File: config.mk
export PLATFORM = sky130hd
export DESIGN_NAME = spi_reg_master
export DESIGN_NICKNAME = d
export VERILOG_FILES = /design/src/rtl/com_regs_pkg.sv /design/src/rtl/sync_fall_detect.sv /design/src/rtl/spi_reg_master.sv
export SDC_FILE = /design/constraint.sdc
export NUM_CORES = 1
export LEC_CHECK = 0
export CAP_MARGIN = 40
export CORE_MARGIN = 2
export CORE_UTILIZATION = 45
export DETAILED_ROUTE_END_ITERATION = 16
export PLACE_DENSITY_LB_ADDON = 0.12
export SLEW_MARGIN = 30
export SYNTH_ARGS = -nofsm -noshare
export SYNTH_HDL_FRONTEND = slang
export SYNTH_SLANG_ARGS = --single-unit
File: constraint.sdc
create_clock -name clk -period 4.7 [get_ports clk]
set_input_delay 0.94 -clock clk [delete_from_list [all_inputs] [get_ports clk]]
set_output_delay 0.94 -clock clk [all_outputs]
set_load 0.005 [all_outputs]
File: src/rtl/com_regs_pkg.sv
// Shared definitions for the COM_* register-bank link: frame geometry,
// responder register map and the SPI initiator state encoding.
package com_regs_pkg;

   localparam int unsigned XFER_BITS = 32;
   localparam int unsigned ADDR_BITS = 8;
   localparam int unsigned VAL_BITS  = 24;
   localparam int unsigned BIT_W     = $clog2(XFER_BITS);

   localparam logic [ADDR_BITS-1:0] RD_ONLY_MASK = 8'h80;

   localparam logic [ADDR_BITS-1:0] REG_LED           = 8'd7;
   localparam logic [ADDR_BITS-1:0] REG_COUNT_UP      = 8'd9;
   localparam logic [ADDR_BITS-1:0] REG_COUNT_DOWN    = 8'd10;
   localparam logic [ADDR_BITS-1:0] REG_COUNT_RUNDOWN = 8'd11;

   typedef enum logic [2:0] {
      ST_IDLE,
      ST_SETUP,
      ST_LO,
      ST_HI,
      ST_HOLD,
      ST_GAP
   } spi_state_e;

   // Assemble the outgoing frame; read-only requests carry the no-write flag in the address MSB.
   function automatic logic [XFER_BITS-1:0] build_frame(input logic [ADDR_BITS-1:0] a,
                                                        input logic [VAL_BITS-1:0]  v,
                                                        input logic                 rd_only);
      logic [ADDR_BITS-1:0] a_eff;
      a_eff = rd_only ? (a | RD_ONLY_MASK) : a;
      return {a_eff, v};
   endfunction

endpackage

File: src/rtl/sync_fall_detect.sv
// Two-flop synchroniser for an asynchronous active-low line plus a
// registered one-cycle pulse on each falling edge of the synchronised value.
module sync_fall_detect (
   input  logic clk,
   input  logic rst_n,
   input  logic async_in,
   output logic fall_pulse
);

   logic meta;
   logic sync;
   logic hist;

   // Synchronise, keep one cycle of history, and flag a 1->0 transition.
   always_ff @(posedge clk or negedge rst_n) begin
      if (!rst_n) begin
         meta       <= 1'b1;
         sync       <= 1'b1;
         hist       <= 1'b1;
         fall_pulse <= 1'b0;
      end else begin
         meta       <= async_in;
         sync       <= meta;
         hist       <= sync;
         fall_pulse <= hist & ~sync;
      end
   end

endmodule

File: src/rtl/spi_reg_master.sv
// SPI initiator for the ADC board register bank: one 32-bit frame
// (address byte + 24-bit value, MSB first) per request, 24-bit readback.
import com_regs_pkg::*;

module spi_reg_master #(
   parameter int unsigned CLK_DIV = 4,
   parameter int unsigned CS_GAP  = 8
) (
   input  logic                 clk,
   input  logic                 rst_n,
   input  logic                 start,
   input  logic [ADDR_BITS-1:0] addr,
   input  logic [VAL_BITS-1:0]  wdata,
   input  logic                 rd_only,
   output logic                 busy,
   output logic                 done,
   output logic [VAL_BITS-1:0]  rdata,
   output logic                 com_clk,
   output logic                 com_cs,
   output logic                 com_mosi,
   input  logic                 com_miso,
   input  logic                 com_interupt,
   output logic                 irq_pulse
);

   localparam int unsigned CNT_MAX = (CLK_DIV > CS_GAP) ? CLK_DIV : CS_GAP;
   localparam int unsigned CNT_W   = $clog2(CNT_MAX + 1);

   generate
      if (CLK_DIV < 2) begin : g_bad_clk_div
         $error("spi_reg_master: CLK_DIV must be at least 2");
      end
      if (CS_GAP < 1) begin : g_bad_cs_gap
         $error("spi_reg_master: CS_GAP must be at least 1");
      end
   endgenerate

   spi_state_e           state;
   logic [CNT_W-1:0]     cnt;
   logic [BIT_W-1:0]     bit_idx;
   logic [XFER_BITS-1:0] tx;
   logic [VAL_BITS-1:0]  rx;
   logic [XFER_BITS-1:0] frame_c;
   logic                 div_last_c;
   logic                 rx_slot_c;

   // Frame image and per-state timing decodes.
   always_comb begin
      frame_c    = build_frame(addr, wdata, rd_only);
      div_last_c = (cnt == CNT_W'(CLK_DIV - 1));
      rx_slot_c  = (bit_idx >= BIT_W'(ADDR_BITS - 1)) && (bit_idx <= BIT_W'(XFER_BITS - 2));
   end

   // Frame sequencer: SCLK half-periods, bit counting, MOSI shift-out and MISO capture.
   // MOSI is advanced on the rising SCLK edge so it is stable across the responder's falling-edge capture.
   always_ff @(posedge clk or negedge rst_n) begin
      if (!rst_n) begin
         state    <= ST_IDLE;
         cnt      <= '0;
         bit_idx  <= '0;
         tx       <= '0;
         rx       <= '0;
         busy     <= 1'b0;
         done     <= 1'b0;
         rdata    <= '0;
         com_clk  <= 1'b1;
         com_cs   <= 1'b1;
         com_mosi <= 1'b0;
      end else begin
         done <= 1'b0;
         case (state)
            ST_IDLE: begin
               if (start && !busy) begin
                  tx       <= frame_c;
                  com_mosi <= frame_c[XFER_BITS-1];
                  com_cs   <= 1'b0;
                  busy     <= 1'b1;
                  cnt      <= '0;
                  bit_idx  <= '0;
                  state    <= ST_SETUP;
               end
            end
            ST_SETUP: begin
               if (div_last_c) begin
                  cnt     <= '0;
                  com_clk <= 1'b0;
                  state   <= ST_LO;
               end else begin
                  cnt <= cnt + CNT_W'(1);
               end
            end
            ST_LO: begin
               if (div_last_c) begin
                  cnt     <= '0;
                  com_clk <= 1'b1;
                  state   <= ST_HI;
                  if (rx_slot_c) begin
                     rx <= {rx[VAL_BITS-2:0], com_miso};
                  end
                  if (bit_idx != BIT_W'(XFER_BITS - 1)) begin
                     com_mosi <= tx[XFER_BITS-2];
                     tx       <= {tx[XFER_BITS-2:0], 1'b0};
                  end
               end else begin
                  cnt <= cnt + CNT_W'(1);
               end
            end
            ST_HI: begin
               if (div_last_c) begin
                  cnt <= '0;
                  if (bit_idx == BIT_W'(XFER_BITS - 1)) begin
                     state <= ST_HOLD;
                  end else begin
                     bit_idx <= bit_idx + BIT_W'(1);
                     com_clk <= 1'b0;
                     state   <= ST_LO;
                  end
               end else begin
                  cnt <= cnt + CNT_W'(1);
               end
            end
            ST_HOLD: begin
               if (div_last_c) begin
                  cnt      <= '0;
                  com_cs   <= 1'b1;
                  com_mosi <= 1'b0;
                  state    <= ST_GAP;
               end else begin
                  cnt <= cnt + CNT_W'(1);
               end
            end
            ST_GAP: begin
               if (cnt == CNT_W'(CS_GAP - 1)) begin
                  cnt   <= '0;
                  rdata <= rx;
                  done  <= 1'b1;
                  busy  <= 1'b0;
                  state <= ST_IDLE;
               end else begin
                  cnt <= cnt + CNT_W'(1);
               end
            end
            default: begin
               state <= ST_IDLE;
            end
         endcase
      end
   end

   sync_fall_detect u_irq_sync (
      .clk        (clk),
      .rst_n      (rst_n),
      .async_in   (com_interupt),
      .fall_pulse (irq_pulse)
   );

endmodule

==> results of run 1 <==
==> kinds of logic after synthesis <==
logic type | share of synthesized area, %
AOI/OAI and AO/OA | 16.3
DFF | 57.3
buffers and inverters | 5.60
muxes | 13.1
and+or+nand+nor | 6.35
adders and majority gates | 1.14
xor gates and xnor gates | 0.200
==> layer usage <==
layer	up-vias	wire length, um
met2	53	3860
met1	1426	3990
met3	4	272
met5	-	0
li1	1414	-
met4	0	60
==> stage by stage <==
stage | setup slack, ps | total power, mW | instance area (um2) | hold slack, ps
2_1_floorplan | 2600 | 0.882 | 4380 | 345
3_3_place_gp | 1500 | 0.934 | 5120 | 346
3_5_place_dp | 1780 | 0.937 | 5160 | 352
4_1_cts | 1770 | 1.43 | 5330 | 362
5_1_grt | 1660 | 1.47 | 5350 | 369
6_report | 1790 | 1.41 | 5350 | 360
==> worst max path at each step <==
stage	start	end	slack (ps)	cells after the start
floorplan	cnt[1]	tx[10]	2600	7
global placement	start	tx[3]	1500	5
detailed placement	state[2]	tx[15]	1780	4
CTS	state[2]	tx[15]	1770	4
global route	cnt[1]	tx[2]	1660	5
finish	state[2]	tx[15]	1790	4
==> synth_stat cells, drive strengths merged <==
cell type  count  area, um2
nand3          6       30.0
and4b          1       10.0
dfstp          5        131
nand2b         4       25.0
buf           10       68.8
nor2          10       37.5
o221ai         1       8.76
o22ai         33        206
xnor2          1       8.76
a31o           1       8.76
a21o           1       7.51
or4            3       22.5
nor3b          1       7.51
mux2          49        552
clkbuf        12       45.0
o211ai         3       22.5
o31a           1       8.76
a31oi          1       6.26
nor2b          4       25.0
and2           4       27.5
o21a           1       7.51
mux2i          2       20.0
nand4          3       25.0
o2bb2ai        2       17.5
o31ai          2       15.0
dfrtp         95       2380
or4b           1       13.8
a21oi         40        313
nand3b         1       7.51
nand2          9       33.8
a211o          1       8.76
a311oi         2       17.5
and3           2       12.5
inv           35        131
ha             4       50.1
o21ai         13       65.1
==> flip-flops by register name (all words and copies together) (netlist names) <==
register / cells
bit_idx: 5
tx: 31
state: 3
rx: 24
rdata: 24
com_mosi: 1
com_clk: 1
u_irq_sync.hist: 1
done: 1
u_irq_sync.sync: 1
cnt: 4
busy: 1
com_cs: 1
u_irq_sync.meta: 1
u_irq_sync.fall_pulse: 1
==> critical path: cells and delay by family (launching register included) <==
family,cells,cell delay (ps)
compound gates,1,210
simple gates,3,2040
flops,1,590
==> power by group <==
group | total [mW] | switching [mW] | internal (mW)
logic | 0.0545 | 0.0234 | 0.0312
registers | 0.864 | 0.000798 | 0.863
clock network | 0.491 | 0.297 | 0.194
==> layout make-up <==
cell class                 count  area, um2  share of cell area (%)
clock inverter                 5       36.3                   0.679
sequential                   100       2510                    46.9
timing repair buffer          74        753                    14.1
inverter                      35        131                    2.46
tap                          129        161                    3.02
multi-input combinational    207       1630                    30.4
clock buffer                  11        131                    2.46
==> impl_metrics.toml, run 1 <==
[global_routing]
grt_use_total_pct = 17.0
grt_first_pass_wirelength_um = 14100
antenna_found_initial = 0
grtUsageMet3_pct = 4.27
grt.busiest_layer = "met2"
met1_usage_pct = 24.3
grt_overflow_total = 0
grt_max_degree = 50
grtUsageMet2_pct = 26.2
grt_pass1_vias = 2837

[timing]
worst_slew_pin_slew_ps = 575
setup_viol = 0
max_slew_margin_pct = 61.7
hold_violations = 0
period_share_pct = 62.0
rsz0062_at_grt = "no"
maxSlewViolCount = 0
fin_tns_setup_ps = 0
clock.fmax_mhz = 343
skew_ps = 8.56
layout_min_cycle_time_ps = 2910

[hold_path]
worst_hold_path.endpoint = "u_irq_sync.sync"
min-delay-path-class = "flop to flop"
min_from = "u_irq_sync.meta"
holdPathStages = 0

[final_layout]
mostFrequentLayoutCell = "dfrtp_1"
final_cell_mix = "95 x dfrtp_1, 66 x clkdlybuf4s50_1, 49 x mux2_2"
areaGrowthSynthToFinish_pct = 22.2
fill_cells = 795
antenna_cells = 0
final_util_pct = 57.3
drive_above_1_share_pct = 25.9
layout.nets = 469
instances_no_fill = 561

[critical_path]
reg2reg_slack_ps = 1790
cp_max_fo = 31
worstReg2RegEnd = "tx[15]"
path_cells = "or4b_4 > or4_2 > and2_4 > a21oi_2"
endpoint_kind = "flop"
arrival_ps = 3210
crit_path_start_kind = "flop"
max_stage_delay_ps = 910
worstPathRequired_ps = 4990
r2r-start = "state[2]"
slowest_stage = "or4_2"
rr_worst_depth = 4
worstSetupPathType = "flop to flop"

[clock_network]
cts.htree.levels = 3
ctsResizeCount = 0
cts_hold_buf = 0
cts_tree = "done"
clock_latency_ps = 360
postCtsSetupBuffers = 0
cts.sinks = 100
root_buffer = "clkbuf_8"
ctsLongestPathBuffers = 2
cts_buffers = 9
clk_pin_slew_ps = 100

[synth]
yosysWarnings = 0
syn-num-nets = 406
avgSynthCellArea_um2 = 12.0
synth_cell_types = 40
syn_area_mm2 = 0.00438
syn_inst = 364
ys_ff_latch = 100
yosysSeqAreaShare_pct = 57.3

[routing]
first_pass_iters = 4
drt_iter0_drc = 125
wl_um = 8190
antenna_left = 0
vias = 2897
drc = 0
wl_per_cell_um = 14.6
vias_per_cell = 5.16

[die]
die_h_um = 103
io_pins = 68
initial_core_util_pct = 46.9
rows = 35
design.die.area_mm2 = 0.0105
fp.coreArea_mm2 = 0.00933
die_w_um = 103

[job]
drv_cap = 0

[place]
dp_hpwl_um = 5430
dp_cells = 544
place.gp.congestion = 0.764
port_buffers = 67

[outcome]
status = "finished, final reports clean"

[pwr]
ir_drop_mv = 0.156
p_leak_nw = 2.35
power_density_mw_per_mm2 = 264
Note: power is estimated with default switching activity, not from simulation.
==> inputs of run 2 (changes only) <==
Clock period 4.7 ns to 2.46 ns, I/O delays scaled along.
==> run 2 against run 1 <==
  * First-iteration DRC count fell by 11%
  * Highest routed layer unchanged
  * Utilization rose by 0.98 points
  * Final cell count rose by 1.2%
  * Total power rose by 100%
  * Routed wire length rose by 0.17%
==> impl_metrics.toml, run 2 (synthesis results as in run 1) <==
[outcome]
status = "finished, final reports clean"

[critical_path]
worstSetupPathType = "flop to flop"
rr_worst_depth = 7
endpoint_kind = "flop"
worstPathRequired_ps = 2710
arrival_ps = 2490
cp_max_fo = 30
cp_common_cell = "ha_1"
slowest_stage = "or4_1"
path_cells = "ha_1 > and3_1 > ha_1 > or4_1 > buf_4 > o22ai_1 > a21oi_2"
cp.buffers_inverters = 1
worstReg2RegEnd = "tx[3]"
max_stage_delay_ps = 520
reg2reg_slack_ps = 220
cp_num_cells = 7
r2r-start = "bit_idx[0]"
crit_path_start_kind = "flop"
crit_family = "simple AND/OR/NAND/NOR gates"
critPathLaunch = "bit_idx[0]"
cp-endpoint = "tx[3]"

[routing]
drt_iter0_drc = 111
wl_per_cell_um = 14.4
vias = 2957
drc = 0
vias_per_cell = 5.21
antenna_left = 0
wl_um = 8200
first_pass_iters = 4

[clock_network]
cts_tree = "done"
ctsLongestPathBuffers = 2
cts.htree.levels = 3
ctsResizeCount = 0
cts.sinks = 100
cts_hold_buf = 0
clock_latency_ps = 360
clk_pin_slew_ps = 90
postCtsSetupBuffers = 0
cts_buffers = 9
root_buffer = "clkbuf_8"

[final_layout]
regArea_mm2 = 0.00251
areaGrowthSynthToFinish_pct = 24.3
drive_above_1_share_pct = 26.9
top_regs = "tx: 31 flops, rdata: 24 flops, rx: 24 flops"
largest_register_ffs = 31
fill_cells = 834
regMostFlops = "tx"
final_cell_mix = "95 x dfrtp_1, 66 x clkdlybuf4s50_1, 49 x mux2_2"
mostFrequentLayoutCell = "dfrtp_1"
final_util_pct = 58.3
antenna_cells = 0
layout.nets = 476
multi_input_area_mm2 = 0.00162

[job]
drv_cap = 0

[global_routing]
grt.busiest_layer = "met2"
grt_first_pass_wirelength_um = 13900
grt_overflow_total = 0
antenna_found_initial = 0
grt_use_total_pct = 16.9
grtUsageMet2_pct = 26.7
grt_max_degree = 101
met1_usage_pct = 22.7
grt_pass1_vias = 2907
grtUsageMet3_pct = 5.08

[timing]
fin_tns_setup_ps = 0
worst_slew_pin_slew_ps = 585
rsz0062_at_grt = "no"
max_slew_margin_pct = 61.0
finalWorstSetupSlack_ps = 220
period_share_pct = 91.0
skew_ps = 11.6
maxSlewViolCount = 0
hold_violations = 0
clock.fmax_mhz = 447
setup_viol = 0
layout_min_cycle_time_ps = 2240

[pwr]
ir_drop_mv = 0.355
power_density_mw_per_mm2 = 530
pwr-share-comb_pct = 3.5
intPower_mw = 2.28
power_switching_mw = 0.599
seq_power_share_pct = 57.2
p_leak_nw = 2.40
pwr-share-clk_pct = 39.3
swShare_pct = 20.8

[die]
fp.coreArea_mm2 = 0.00933
die_h_um = 103
io_pins = 68
design.die.area_mm2 = 0.0105
initial_core_util_pct = 46.9
die_w_um = 103
rows = 35

[hold_path]
min-delay-path-class = "input port to asynchronous set/reset pin"

[place]
place.gp.congestion = 0.888
port_buffers = 67
dp_hpwl_um = 5300
place_ws_ps = 242
==> run 2: cell count changes in the layout (fill, tap and decap cells not counted), moves of 2 or more <==
| cell | before | now |
|---|---|---|
| bufinv_16 | 0 | 2 |
| buf_8 | 2 | 0 |
| buf_4 | 4 | 13 |
| buf_12 | 0 | 2 |
==> run 2: metrics by stage <==
step / hold slack, ps / instances / total power, mW / instance area, um2
final: 131 / 568 / 2.88 / 5440
after global routing: 214 / 568 / 3.00 / 5440
after CTS: 205 / 568 / 2.93 / 5440
after detailed placement: 353 / 552 / 1.79 / 5220
after global placement: 349 / 552 / 1.79 / 5220
after floorplan: 196 / 364 / 1.68 / 4380
==> run 2: area by class of cell <==
class	instances	area share [%]
Timing Repair Buffer	81	14.7
Sequential cell	100	46.1
Clock buffer	11	2.42
Multi-Input combinational cell	207	29.9
Tap cell	129	2.97
Clock inverter	5	1.54
Inverter	35	2.42
==> run 2: worst min-delay path by stage <==
| stage | startpoint | to | slack (ps) |
|---|---|---|---|
| after detailed placement | u_irq_sync.meta | u_irq_sync.sync | 350 |
| after floorplan | rst_n | bit_idx[0] | 200 |
| after CTS | rst_n | tx[13] | 200 |
| after global routing | rst_n | tx[13] | 210 |
| after global placement | u_irq_sync.meta | u_irq_sync.sync | 350 |
| final | rst_n | busy | 130 |
==> run 2: routing by layer <==
metal  wire (um)  share of wire [%]  vias to the layer above
li1            -                  -                     1428
met1        3950                 48                     1473
met2        3830                 47                       48
met3         343                4.2                        8
met4          88                1.1                        0
met5           0                  0                        -
==> run 2: worst reg2reg max path: cells and delay by family (launching register included) <==
family	cells	cell delay (ps)
adders and majority gates	2	470
DFF	1	440
AOI/OAI and AO/OA	2	260
and+or+nand+nor	2	710
buffers and inverters	1	260
==> run 2: power groups by stage <==
| stage | logic (mW) | registers, mW | clock network (mW) |
|---|---|---|---|
| 2_1_floorplan | 0.00230 | 1.68 | 0 |
| 3_3_place_gp | 0.104 | 1.68 | 0 |
| 3_5_place_dp | 0.103 | 1.68 | 0 |
| 4_1_cts | 0.103 | 1.65 | 1.18 |
| 5_1_grt | 0.110 | 1.65 | 1.24 |
| 6_report | 0.0998 | 1.65 | 1.13 |
==> inputs of run 3 (changes only) <==
Settings changed: DONT_BUFFER_PORTS from default to 1, SETUP_SLACK_MARGIN from default to 0.15.
==> run 3 against run 2 <==
  * The flow now finishes with violations (negative hold slack)
  * Critical path depth unchanged
  * Utilization is 7.9 points lower
  * Clock power is 9.7% lower
  * Global-route usage shrank 0.42 points
  * Clock-buffer cell count down 1
  * Register-to-register slack gained 40 ps
  * Total power shrank 7.1%
  * Via count is 9.5% lower
  * Final cell count shrank 13%
  * Hold slack got worse by 320 ps
  * Non-clock buffer count is 72 lower
==> impl_metrics.toml, run 3 (synthesis results as in run 1) <==
[clock_network]
root_buffer = "clkbuf_8"
postCtsSetupBuffers = 0
clock_latency_ps = 360
clk_pin_slew_ps = 90
cts.sinks = 100
cts.htree.levels = 3
cts_buffers = 9
ctsLongestPathBuffers = 2
cts_tree = "done"

[critical_path]
crit_path_start_kind = "flop"
cp_common_cell = "ha_1"
cp_num_cells = 7
cp-endpoint = "tx[19]"
crit_family = "simple AND/OR/NAND/NOR gates"
endpoint_kind = "flop"
slowest_stage = "or4_4"
worstPathRequired_ps = 2710
reg2reg_slack_ps = 260
path_cells = "ha_1 > and3_1 > ha_1 > or4_4 > buf_6 > o22ai_1 > a21oi_2"
cp_max_fo = 30
max_stage_delay_ps = 530
r2r-start = "bit_idx[0]"
worstReg2RegEnd = "tx[19]"
rr_worst_depth = 7
arrival_ps = 2450
cp.buffers_inverters = 1
critPathLaunch = "bit_idx[0]"
worstSetupPathType = "flop to flop"

[pwr]
power_density_mw_per_mm2 = 569
p_leak_nw = 2.12
power_mw = 2.68
ir_drop_mv = 0.456

[timing]
worst_slew_pin_slew_ps = 513
fin_tns_setup_ps = 0
clock.fmax_mhz = 455
hold_violations = 100
setup_viol = 0
period_share_pct = 89.4
holdWs_ps = -188
skew_ps = 8.09
rsz0062_at_grt = "yes"
maxSlewViolCount = 0
layout_min_cycle_time_ps = 2200
max_slew_margin_pct = 65.8

[global_routing]
grt_max_degree = 101
grt_overflow_total = 0
grt_pass1_vias = 2710
grt_use_total_pct = 16.5
grt_first_pass_wirelength_um = 13400
antenna_found_initial = 0

[routing]
wl_per_cell_um = 16.2
antenna_left = 0
first_pass_iters = 4
drc = 0
drt_iter0_drc = 135
wl_um = 8030
vias_per_cell = 5.39
vias = 2675

[die]
die_h_um = 103
design.die.area_mm2 = 0.0105
fp.coreArea_mm2 = 0.00933
rows = 35
io_pins = 68
die_w_um = 103
initial_core_util_pct = 46.9

[outcome]
violations = "negative hold slack"
status = "finished, violations left"

[final_layout]
regMostFlops = "tx"
regArea_mm2 = 0.00251
top_regs = "tx: 31 flops, rdata: 24 flops, rx: 24 flops"
drive_above_1_share_pct = 32.2
mostFrequentLayoutCell = "dfrtp_1"
multi_input_area_mm2 = 0.00164
layout.nets = 405
antenna_cells = 0
fill_cells = 870
fin_area_mm2 = 0.00470
largest_register_ffs = 31
final_cell_mix = "93 x dfrtp_1, 49 x mux2_2, 35 x inv_1"
areaGrowthSynthToFinish_pct = 7.52

[hold_path]
min-delay-path-class = "input port to asynchronous set/reset pin"

[place]
place.gp.congestion = 0.721
dpl_cell_area_mm2 = 0.00449
dp_hpwl_um = 4970
port_buffers = 0

[job]
drv_cap = 0
[run 3: cell types whose count changed in the layout (fill, tap and decap cells not counted), moves of 2 or more]
cell / previous run / this run
buf_12: 2 / 0
buf_4: 13 / 8
clkbuf_1: 2 / 0
clkdlybuf4s50_1: 66 / 0
clkinv_2: 0 / 3
dfrtp_1: 95 / 93
dfrtp_2: 0 / 2
[run 3: power by group]
part / switching (mW) / internal, mW
sequential: 0.00163 / 1.65
clock: 0.538 / 0.487
combinational: 0.000675 / 0.00180
total: 0.540 / 2.14
[run 3: worst min path at each step]
stage | from | to | slack (ps) | cells after the start
6_report | rst_n | cnt[1] | -190 | 0
5_1_grt | rst_n | cnt[0] | -210 | 0
4_1_cts | rst_n | cnt[1] | -210 | 0
3_5_place_dp | rst_n | cnt[1] | 200 | 0
3_3_place_gp | rst_n | cnt[1] | 200 | 0
2_1_floorplan | rst_n | bit_idx[0] | 200 | 0
[run 3: what timing repair did]
item / CTS / global route
hold endpoints to repair: 100 / 100
gates resized for setup: 0 / 6
endpoints found under the setup margin: 0 / 55
[run 3: worst register-to-register path, cell delays in order, from the launching register on]
cell and delay (ps):
dfrtp_2 450, ha_1 230, and3_1 190, ha_1 230, or4_4 530, buf_6 210
o22ai_1 210, a21oi_2 50
[run 3: routing by layer]
layer  vias up  part of all wire (%)  track usage (%)
met5         -                     0                0
met1      1336                    46             22.6
met4         0                   1.4             4.92
li1       1280                     -                -
met2        51                    46             24.5
met3         8                   6.2             6.17
[run 3: final cells by class]
type                    count  share of cell area (%)
clock inverters             5                    1.12
multi-input cells         208                    34.8
inverters                  35                    2.79
flip-flops and latches    100                    53.4
well taps                 129                    3.43
clock buffers              10                    2.93
repair buffers              9                    1.52
[run 3: metrics by stage]
step / hold WS [ps] / util (%) / instances / setup slack, ps
floorplan: 196 / - / 364 / 359
global placement: 200 / 48.2 / 480 / 242
detailed placement: 200 / 48.2 / 480 / 215
CTS: -209 / 50.2 / 495 / 203
global route: -214 / 50.4 / 496 / 136
finish: -188 / 50.4 / 496 / 261
